$ cat src/rtl/dmem_arbiter_if.sv
// Purpose: bundles the two requester ports, the response port and the memory port of dmem_arbiter.
// Latency: none, wiring only.
// Backpressure: requesters hold req and command until their grant pulse; no other flow control.
interface dmem_arbiter_if;
  // requester 0 (CPU) and requester 1 (loader/debug) command channels
  logic        m0_req;
  logic        m0_we;
  logic [15:0] m0_addr;
  logic [15:0] m0_wdata;
  logic        m0_gnt;
  logic        m1_req;
  logic        m1_we;
  logic [15:0] m1_addr;
  logic [15:0] m1_wdata;
  logic        m1_gnt;

  // shared response channel
  logic        rsp_valid;
  logic        rsp_id;
  logic [15:0] rsp_rdata;
  logic        rsp_err;

  // single-port memory with combinational read data
  logic        mem_cs;
  logic        mem_rw_;
  logic [15:0] mem_addr;
  logic [15:0] mem_wdata;
  logic [15:0] mem_rdata;

  // arbiter side
  modport slave (
    input  m0_req, m0_we, m0_addr, m0_wdata,
    input  m1_req, m1_we, m1_addr, m1_wdata,
    input  mem_rdata,
    output m0_gnt, m1_gnt,
    output rsp_valid, rsp_id, rsp_rdata, rsp_err,
    output mem_cs, mem_rw_, mem_addr, mem_wdata
  );

  // requesters plus memory model side
  modport master (
    output m0_req, m0_we, m0_addr, m0_wdata,
    output m1_req, m1_we, m1_addr, m1_wdata,
    output mem_rdata,
    input  m0_gnt, m1_gnt,
    input  rsp_valid, rsp_id, rsp_rdata, rsp_err,
    input  mem_cs, mem_rw_, mem_addr, mem_wdata
  );
endinterface

$ cat src/rtl/dmem_arbiter.sv
// Purpose: round-robin arbiter giving two requesters access to one data memory, with range check.
// Latency: grant one cycle after req seen, response the cycle after grant; one access per 2 cycles max.
// Backpressure: a requester waits, holding req/command, until its one-cycle grant pulse.
module dmem_arbiter #(
  parameter int unsigned ADDR_LIMIT = 511
) (
  input logic          clk,
  input logic          rst_n,
  dmem_arbiter_if.slave bus
);

  typedef enum logic [1:0] {
    IDLE   = 2'd0,
    ACCESS = 2'd1,
    RESP   = 2'd2
  } state_e;

  state_e      state_q, state_d;
  logic        ptr_q, ptr_d;          // id of the requester granted last
  logic        cmd_id_q, cmd_id_d;
  logic        cmd_we_q, cmd_we_d;
  logic [15:0] cmd_addr_q, cmd_addr_d;
  logic [15:0] cmd_wdata_q, cmd_wdata_d;
  logic        rsp_id_q, rsp_id_d;
  logic [15:0] rsp_rdata_q, rsp_rdata_d;

  logic        any_req;
  logic        win_id;
  logic        win_we;
  logic [15:0] win_addr;
  logic [15:0] win_wdata;
  logic        in_range;

  // Round-robin pick: a lone requester wins; on a tie the one not granted last wins.
  always_comb begin
    any_req   = bus.m0_req | bus.m1_req;
    win_id    = 1'b0;
    if (bus.m0_req && bus.m1_req) begin
      win_id = ~ptr_q;
    end else begin
      win_id = bus.m1_req;
    end
    win_we    = win_id ? bus.m1_we    : bus.m0_we;
    win_addr  = win_id ? bus.m1_addr  : bus.m0_addr;
    win_wdata = win_id ? bus.m1_wdata : bus.m0_wdata;
    // Full 16-bit unsigned compare, widened so a limit above 0xFFFF admits everything.
    in_range  = ({16'd0, cmd_addr_q} < ADDR_LIMIT);
  end

  // Next-state logic: arbitrate from IDLE or RESP, capture read data at the end of ACCESS.
  always_comb begin
    state_d     = state_q;
    ptr_d       = ptr_q;
    cmd_id_d    = cmd_id_q;
    cmd_we_d    = cmd_we_q;
    cmd_addr_d  = cmd_addr_q;
    cmd_wdata_d = cmd_wdata_q;
    rsp_id_d    = rsp_id_q;
    rsp_rdata_d = rsp_rdata_q;
    case (state_q)
      IDLE, RESP: begin
        if (any_req) begin
          state_d     = ACCESS;
          ptr_d       = win_id;
          cmd_id_d    = win_id;
          cmd_we_d    = win_we;
          cmd_addr_d  = win_addr;
          cmd_wdata_d = win_wdata;
        end else begin
          state_d = IDLE;
        end
      end
      ACCESS: begin
        state_d  = RESP;
        rsp_id_d = cmd_id_q;
        // Writes and rejected accesses report zero data.
        if (!cmd_we_q && in_range) begin
          rsp_rdata_d = bus.mem_rdata;
        end else begin
          rsp_rdata_d = 16'h0000;
        end
      end
      default: begin
        state_d = IDLE;
      end
    endcase
  end

  // Output decode: grant and memory strobes in ACCESS, response strobes in RESP.
  always_comb begin
    bus.m0_gnt    = 1'b0;
    bus.m1_gnt    = 1'b0;
    bus.mem_cs    = 1'b0;
    bus.mem_rw_   = 1'b1;
    bus.mem_addr  = 16'h0000;
    bus.mem_wdata = 16'h0000;
    bus.rsp_valid = 1'b0;
    bus.rsp_err   = 1'b0;
    case (state_q)
      ACCESS: begin
        bus.m0_gnt = ~cmd_id_q;
        bus.m1_gnt = cmd_id_q;
        if (in_range) begin
          // Gating with rst_n keeps a write from landing on the edge that resets us.
          bus.mem_cs    = rst_n;
          bus.mem_rw_   = ~cmd_we_q;
          bus.mem_addr  = cmd_addr_q;
          bus.mem_wdata = cmd_wdata_q;
        end
      end
      RESP: begin
        bus.rsp_valid = 1'b1;
        bus.rsp_err   = ~in_range;
      end
      default: begin
      end
    endcase
    bus.rsp_id    = rsp_id_q;
    bus.rsp_rdata = rsp_rdata_q;
  end

  // State registers with synchronous active-low reset; reset drops any transaction in flight.
  always_ff @(posedge clk) begin
    if (!rst_n) begin
      state_q     <= IDLE;
      ptr_q       <= 1'b1;
      cmd_id_q    <= 1'b0;
      cmd_we_q    <= 1'b0;
      cmd_addr_q  <= 16'h0000;
      cmd_wdata_q <= 16'h0000;
      rsp_id_q    <= 1'b0;
      rsp_rdata_q <= 16'h0000;
    end else begin
      state_q     <= state_d;
      ptr_q       <= ptr_d;
      cmd_id_q    <= cmd_id_d;
      cmd_we_q    <= cmd_we_d;
      cmd_addr_q  <= cmd_addr_d;
      cmd_wdata_q <= cmd_wdata_d;
      rsp_id_q    <= rsp_id_d;
      rsp_rdata_q <= rsp_rdata_d;
    end
  end

endmodule

$ cat src/flat_wrapper.sv
// flat-port wrapper written by rule: the top's interface ports become plain ports
module dmem_arbiter_flat 
#(
  parameter int unsigned ADDR_LIMIT = 511
)
  (clk, rst_n, bus_m0_req, bus_m0_we, bus_m0_addr, bus_m0_wdata, bus_m1_req, bus_m1_we, bus_m1_addr, bus_m1_wdata, bus_mem_rdata, bus_m0_gnt, bus_m1_gnt, bus_rsp_valid, bus_rsp_id, bus_rsp_rdata, bus_rsp_err, bus_mem_cs, bus_mem_rw_, bus_mem_addr, bus_mem_wdata);
  dmem_arbiter_if bus_i ();
  input logic clk;
  input logic rst_n;
  input wire logic [$bits(bus_i.m0_req)-1:0] bus_m0_req;
  input wire logic [$bits(bus_i.m0_we)-1:0] bus_m0_we;
  input wire logic [$bits(bus_i.m0_addr)-1:0] bus_m0_addr;
  input wire logic [$bits(bus_i.m0_wdata)-1:0] bus_m0_wdata;
  input wire logic [$bits(bus_i.m1_req)-1:0] bus_m1_req;
  input wire logic [$bits(bus_i.m1_we)-1:0] bus_m1_we;
  input wire logic [$bits(bus_i.m1_addr)-1:0] bus_m1_addr;
  input wire logic [$bits(bus_i.m1_wdata)-1:0] bus_m1_wdata;
  input wire logic [$bits(bus_i.mem_rdata)-1:0] bus_mem_rdata;
  output wire logic [$bits(bus_i.m0_gnt)-1:0] bus_m0_gnt;
  output wire logic [$bits(bus_i.m1_gnt)-1:0] bus_m1_gnt;
  output wire logic [$bits(bus_i.rsp_valid)-1:0] bus_rsp_valid;
  output wire logic [$bits(bus_i.rsp_id)-1:0] bus_rsp_id;
  output wire logic [$bits(bus_i.rsp_rdata)-1:0] bus_rsp_rdata;
  output wire logic [$bits(bus_i.rsp_err)-1:0] bus_rsp_err;
  output wire logic [$bits(bus_i.mem_cs)-1:0] bus_mem_cs;
  output wire logic [$bits(bus_i.mem_rw_)-1:0] bus_mem_rw_;
  output wire logic [$bits(bus_i.mem_addr)-1:0] bus_mem_addr;
  output wire logic [$bits(bus_i.mem_wdata)-1:0] bus_mem_wdata;
  assign bus_i.m0_req = bus_m0_req;
  assign bus_i.m0_we = bus_m0_we;
  assign bus_i.m0_addr = bus_m0_addr;
  assign bus_i.m0_wdata = bus_m0_wdata;
  assign bus_i.m1_req = bus_m1_req;
  assign bus_i.m1_we = bus_m1_we;
  assign bus_i.m1_addr = bus_m1_addr;
  assign bus_i.m1_wdata = bus_m1_wdata;
  assign bus_i.mem_rdata = bus_mem_rdata;
  assign bus_m0_gnt = bus_i.m0_gnt;
  assign bus_m1_gnt = bus_i.m1_gnt;
  assign bus_rsp_valid = bus_i.rsp_valid;
  assign bus_rsp_id = bus_i.rsp_id;
  assign bus_rsp_rdata = bus_i.rsp_rdata;
  assign bus_rsp_err = bus_i.rsp_err;
  assign bus_mem_cs = bus_i.mem_cs;
  assign bus_mem_rw_ = bus_i.mem_rw_;
  assign bus_mem_addr = bus_i.mem_addr;
  assign bus_mem_wdata = bus_i.mem_wdata;
  dmem_arbiter #(.ADDR_LIMIT(ADDR_LIMIT)) u_core (.clk(clk), .rst_n(rst_n), .bus(bus_i));
endmodule
$ cat config.mk
export PLATFORM = sky130hd
export DESIGN_NAME = dmem_arbiter_flat
export DESIGN_NICKNAME = d
export VERILOG_FILES = /design/src/rtl/dmem_arbiter_if.sv /design/src/rtl/dmem_arbiter.sv /design/src/flat_wrapper.sv
export SDC_FILE = /design/constraint.sdc
export NUM_CORES = 1
export LEC_CHECK = 0
export BUFFER_PORTS_ARGS = -buffer_cell sky130_fd_sc_hd__buf_4
export CAP_MARGIN = 0
export CORE_ASPECT_RATIO = 1.4
export CORE_MARGIN = 2
export CORE_UTILIZATION = 46
export CTS_CLUSTER_DIAMETER = 50
export CTS_CLUSTER_SIZE = 20
export DETAILED_ROUTE_END_ITERATION = 7
export PLACE_DENSITY = 0.8
export REMOVE_ABC_BUFFERS = 1
export SETUP_SLACK_MARGIN = 0.3
export SKIP_CTS_REPAIR_TIMING = 1
export SLEW_MARGIN = 10
export SYNTH_ARGS = -nofsm -noshare
export SYNTH_HDL_FRONTEND = slang
export SYNTH_SLANG_ARGS = --single-unit
$ cat constraint.sdc
create_clock -name clk -period 1.6 [get_ports clk]
set_input_delay 0.24 -clock clk [delete_from_list [all_inputs] [get_ports clk]]
set_output_delay 0.24 -clock clk [all_outputs]
set_load 0.02 [all_outputs]
# After elaboration in Yosys (flattened, before gate mapping)
# Cells that the tools add are included.
# op_classes
addsub	0
n_mul	0
div_mod_pow	0
n_lt_le_gt_ge	1
eq_ne	2
n_shift	0
mux	19
n_bitwise	5
n_reduce_logical	6
# op_table
op	n
16-bit two-way mux	7
16-bit by 9-bit less-than comparator with 1-bit output, second input constant	1
1-bit two-way mux	11
1-bit NOT	4
2-bit one-hot mux with 2 select lines	1
2-bit by 1-bit == test with 1-bit output, second input constant	1
2-bit == test, second input constant	1
1-bit logical AND	2
2-bit logical NOT	1
2-bit AND reduction	1
2-bit OR reduction	1
1-bit logical NOT	1
1-bit OR	1
# word_totals
ff_bits	54
latchBits	0
ramBits	0
mem_bits_ro	0
in_bits	86
out_inout_bits	55
wordCells	41
mem_count	0

# Logic depth before layout (Yosys ltp)
# depth
depth_word	3
mapped_depth	6
ltp_nobuf	3

# Worst setup path after synthesis
# OpenSTA, ideal clock, no wires.
# synth_path
path_kind	register to output
from	register u_core.cmd_addr_q[12]
to	output bus_mem_addr[4]
t_arrival_ps	1404
required_time_ps	1360
setup_slack_ps	-44
path_stages_with_launch	5
n_path_buf	1
cell_sequence	dfxtp_1 nor4_2 nand2_2 buf_2 nor3_1
# synth_via
elab_chain_cells	3
# synth_rtl
element	line	source
start: declaration	dmem_arbiter.sv:22	logic [15:0] cmd_addr_q, cmd_addr_d;
start signal: assignment	dmem_arbiter.sv:138	cmd_addr_q <= cmd_addr_d;
16-bit by 9-bit less-than comparator with 1-bit output	dmem_arbiter.sv:47	in_range = ({16'd0, cmd_addr_q} < ADDR_LIMIT);
16-bit two-way mux	dmem_arbiter.sv:103	if (in_range) begin
16-bit two-way mux	dmem_arbiter.sv:99	case (state_q)
end: declaration	flat_wrapper.sv:27	output wire logic [$bits(bus_i.mem_addr)-1:0] bus_mem_addr;
# Every way passes these cells.

# Worst setup path in the final report
# layout_path
from	register u_core.cmd_addr_q[10]
to	output bus_mem_wdata[10]
# layout_via
elab_chain_cells	3
# layout_rtl
element	line	source
16-bit by 9-bit less-than comparator with 1-bit output	dmem_arbiter.sv:47	
16-bit two-way mux	dmem_arbiter.sv:103	
16-bit two-way mux	dmem_arbiter.sv:99	
end: declaration	flat_wrapper.sv:28	output wire logic [$bits(bus_i.mem_wdata)-1:0] bus_mem_wdata;
# Every way passes these cells.

==> summary.txt <==
Status
  • Status: finished, violations left
  • Failing checks: negative setup slack

Yosys
  • Top FF cell, synth: dfxtp_1
  • Synth Area in Simple Gates: 0.286
  • Number of flops mapped to enable cells by yosys: 0
  • Syn_area_per_cell: 7.75 um^2
  • Post-Synth Adder-Cell Area: 0
  • Post-synthesis instance area: 0.00277 mm^2
  • Syn Inst Count: 358
  • Seq/Total Area, Yosys: 0.390
  • Ys async rst share: 0
  • Flops & latches, synth: 54
  • Mux share of post-synthesis cell area: 0
  • Number of distinct library cells after synthesis: 34
  • Post-synthesis xor/xnor area fraction: 0
  • Synthesis Warnings: 0
  • Synth Area in Compound Gates: 0.225
  • Largest family of logic cells by synthesized area: simple AND/OR/NAND/NOR gates

Drt
  • DR vias/cell: 5.62
  • Remaining antenna violation count: 0
  • DRC viols: 0
  • First-pass DRT Iterations: 4
  • DR vias: 3285
  • WL/cell: 16.9 um
  • DRT iter0 DRCs: 134
  • DRT Wirelength: 9880 um

Clock tree
  • Number of CTS-inserted buffers: 5
  • H-Tree Depth: 2
  • Clk_lat worst skew: 300 ps
  • Worst-path clk slew: 100 ps
  • CTS Root Cell: clkbuf_8
  • CTS tree: done
  • CTS Sinks: 54
  • CTS max path bufs: 2

Worst hold path
  • Tightest Hold Check Type: primary input to flop

Pwr
  • Reg power frac: 0.444
  • Switch Pwr: 1.08 mW
  • Logic pwr share: 0.321
  • Peak VDD IR: 0.505 mV
  • Clk pwr share: 0.235
  • Pwr/cell area: 706 mW/mm^2
  • Internal Power: 2.35 mW
  • Power consumption: 3.43 mW
  • Sw Ratio: 0.314
  • Leakage: 2.04 nW

Floorplanning
  • # IOs: 141
  • Initial Utilization: 0.473
  • Total core area: 0.00586 mm^2
  • Die Wd: 69.6 um
  • Die ar.: 0.00668 mm^2
  • Rows: 33
  • Die height: 95.9 um

Worst setup path
  • Arr. time, crit path: 1660 ps
  • Crit path kind: flop to primary output
  • Critical path's most frequent cell: buf_6
  • Top cell family by delay on the critical path: simple AND/OR/NAND/NOR gates
  • R2r setup slk: 50 ps
  • Crit-path max FO: 8
  • Worst setup EP type: primary output
  • Crit path largest cell delay: 340 ps
  • Crit-path cells: nor3_1 > nand2_2 > buf_6 > buf_6 > nor3_2 > buf_4
  • Crit path required time: 1360 ps
  • CP max stage cell: dfxtp_1
  • Worst Path Buf+Inv: 3
  • Nature of the critical path startpoint: flop

Timing
  • Worst slew pin tran: 597 ps
  • Max Slew Vio Count: 0
  • Post-Route Setup TNS: -6190 ps
  • Final hold viol count: 0
  • Clock skew: 7.98 ps
  • Rel. slew slack: 0.602
  • Finish-stage setup viols: 28
  • RSZ-0062 raised after global routing: yes
  • FMAX: 525 MHz
  • Crit share post-route: 1.19
  • Worst setup margin: -304 ps
  • Final Critical Period: 1900 ps

Global routing
  • Most used routing layer in global routing: met2
  • Met3 Usage GRT: 0.0450
  • All-Layer GR Usage: 0.223
  • Total congestion overflow: 0
  • Initial antenna violation count: 0
  • Vias in the first global route: 2824
  • Grt met2 use: 0.432
  • Global-route wire length before repair: 12300 um
  • Largest net degree at the start of global routing: 54
  • Met1 Use GR: 0.249

Finish
  • Layout Nets: 600
  • Most common cell after layout, fill and taps aside: buf_4
  • Proportion of layout cells with a drive suffix above 1: 0.526
  • Antenna Cells: 0
  • Layout area overhead: 75.0%
  • Cell Count, Final, Fillers Out: 585
  • Most frequent cells in the layout: buf_4, nand2_1, dfxtp_1

Job
  • MaxCap Viol Count: 0

Placed design
  • Detailed Place HPWL: 5600 um
  • # placed instances: 546
  • IO Port Bufs: 133
  • Routability congestion estimate: 0.896
-- registers in the layout, indices dropped and copies added (netlist names) --
signal                flops
u_core.bus.rsp_rdata     16
u_core.cmd_addr_q        16
u_core.cmd_wdata_q       16
u_core.state_q            2
u_core.bus.rsp_id         1
u_core.cmd_id_q           1
u_core.cmd_we_q           1
u_core.ptr_q              1
-- power groups by stage --
| stage | registers, mW | clock network (mW) | logic, mW |
|---|---|---|---|
| floorplan | 1.53 | 0 | 0.334 |
| global placement | 1.53 | 0 | 0.739 |
| detailed placement | 1.53 | 0 | 0.749 |
| CTS | 1.50 | 0.806 | 0.750 |
| global route | 1.53 | 0.858 | 1.17 |
| finish | 1.52 | 0.808 | 1.10 |
-- per-stage QoR --
step                      instance area [um^2]   util  hold WS, ps  setup slack [ps]
after detailed placement                  3850  0.657          468             0.506
final                                     4850  0.828          186              -304
after global routing                      4850  0.828          182              -391
after CTS                                 3950  0.673          191              -335
after global placement                    3850  0.657          462              15.9
after floorplan                           2530      -          342              -535
-- cell type report --
type	count	area, um^2
Clock buffer	6	82.6
Clock inverter	2	12.5
Fill cell	356	1010
Inverter	3	11.3
Multi-Input combinational cell	265	1850
Sequential cell	54	1090
Tap cell	70	87.6
Timing Repair Buffer	185	1720
-- Yosys cell counts, types with 2 or more instances --
master / n / area (um^2)
nor3_1: 26 / 130
buf_4: 11 / 82.6
and2_1: 2 / 12.5
buf_6: 5 / 56.3
nand3_1: 17 / 85.1
nand3b_1: 16 / 120
inv_1: 3 / 11.3
o21ai_0: 34 / 170
a31oi_1: 33 / 206
nand2_1: 93 / 349
buf_2: 17 / 85.1
clkbuf_1: 9 / 33.8
nor2_1: 2 / 7.51
nor2b_1: 2 / 12.5
o21a_1: 2 / 15.0
o31ai_2: 13 / 163
dfxtp_1: 54 / 1080
o31ai_1: 3 / 22.5
-- metal layers --
metal | share of wire | vias to the layer above
li1 | - | 1553
met5 | 0 | -
met4 | 0.022 | 0
met1 | 0.37 | 1575
met2 | 0.56 | 135
met3 | 0.056 | 22
-- worst reg2reg max path: cells and delay by family, from the launching register on --
family / cells / cell delay, ps
AND/OR/NAND/NOR: 2 / 400
AO/OA/AOI/OAI: 1 / 80
flip-flops: 1 / 390
buffers and inverters: 4 / 570
-- kinds of logic after synthesis --
logic type	Yosys count
buffers and inverters	46
and+or+nand+nor	167
other	1
AOI/OAI and AO/OA	90
DFF	54
-- path summary, 6_finish.rpt --
check                                              from                 endpoint  depth (start not counted)
worst min register to register  u_core.bus.rsp_rdata[2]  u_core.bus.rsp_rdata[2]                          2
worst max register to register     u_core.cmd_addr_q[8]  u_core.bus.rsp_rdata[9]                          7
worst max-delay path              u_core.cmd_addr_q[10]        bus_mem_wdata[10]                          6
worst min-delay path                    bus_m1_addr[15]    u_core.cmd_addr_q[15]                          3
Note: power is estimated with default switching activity, not from simulation.
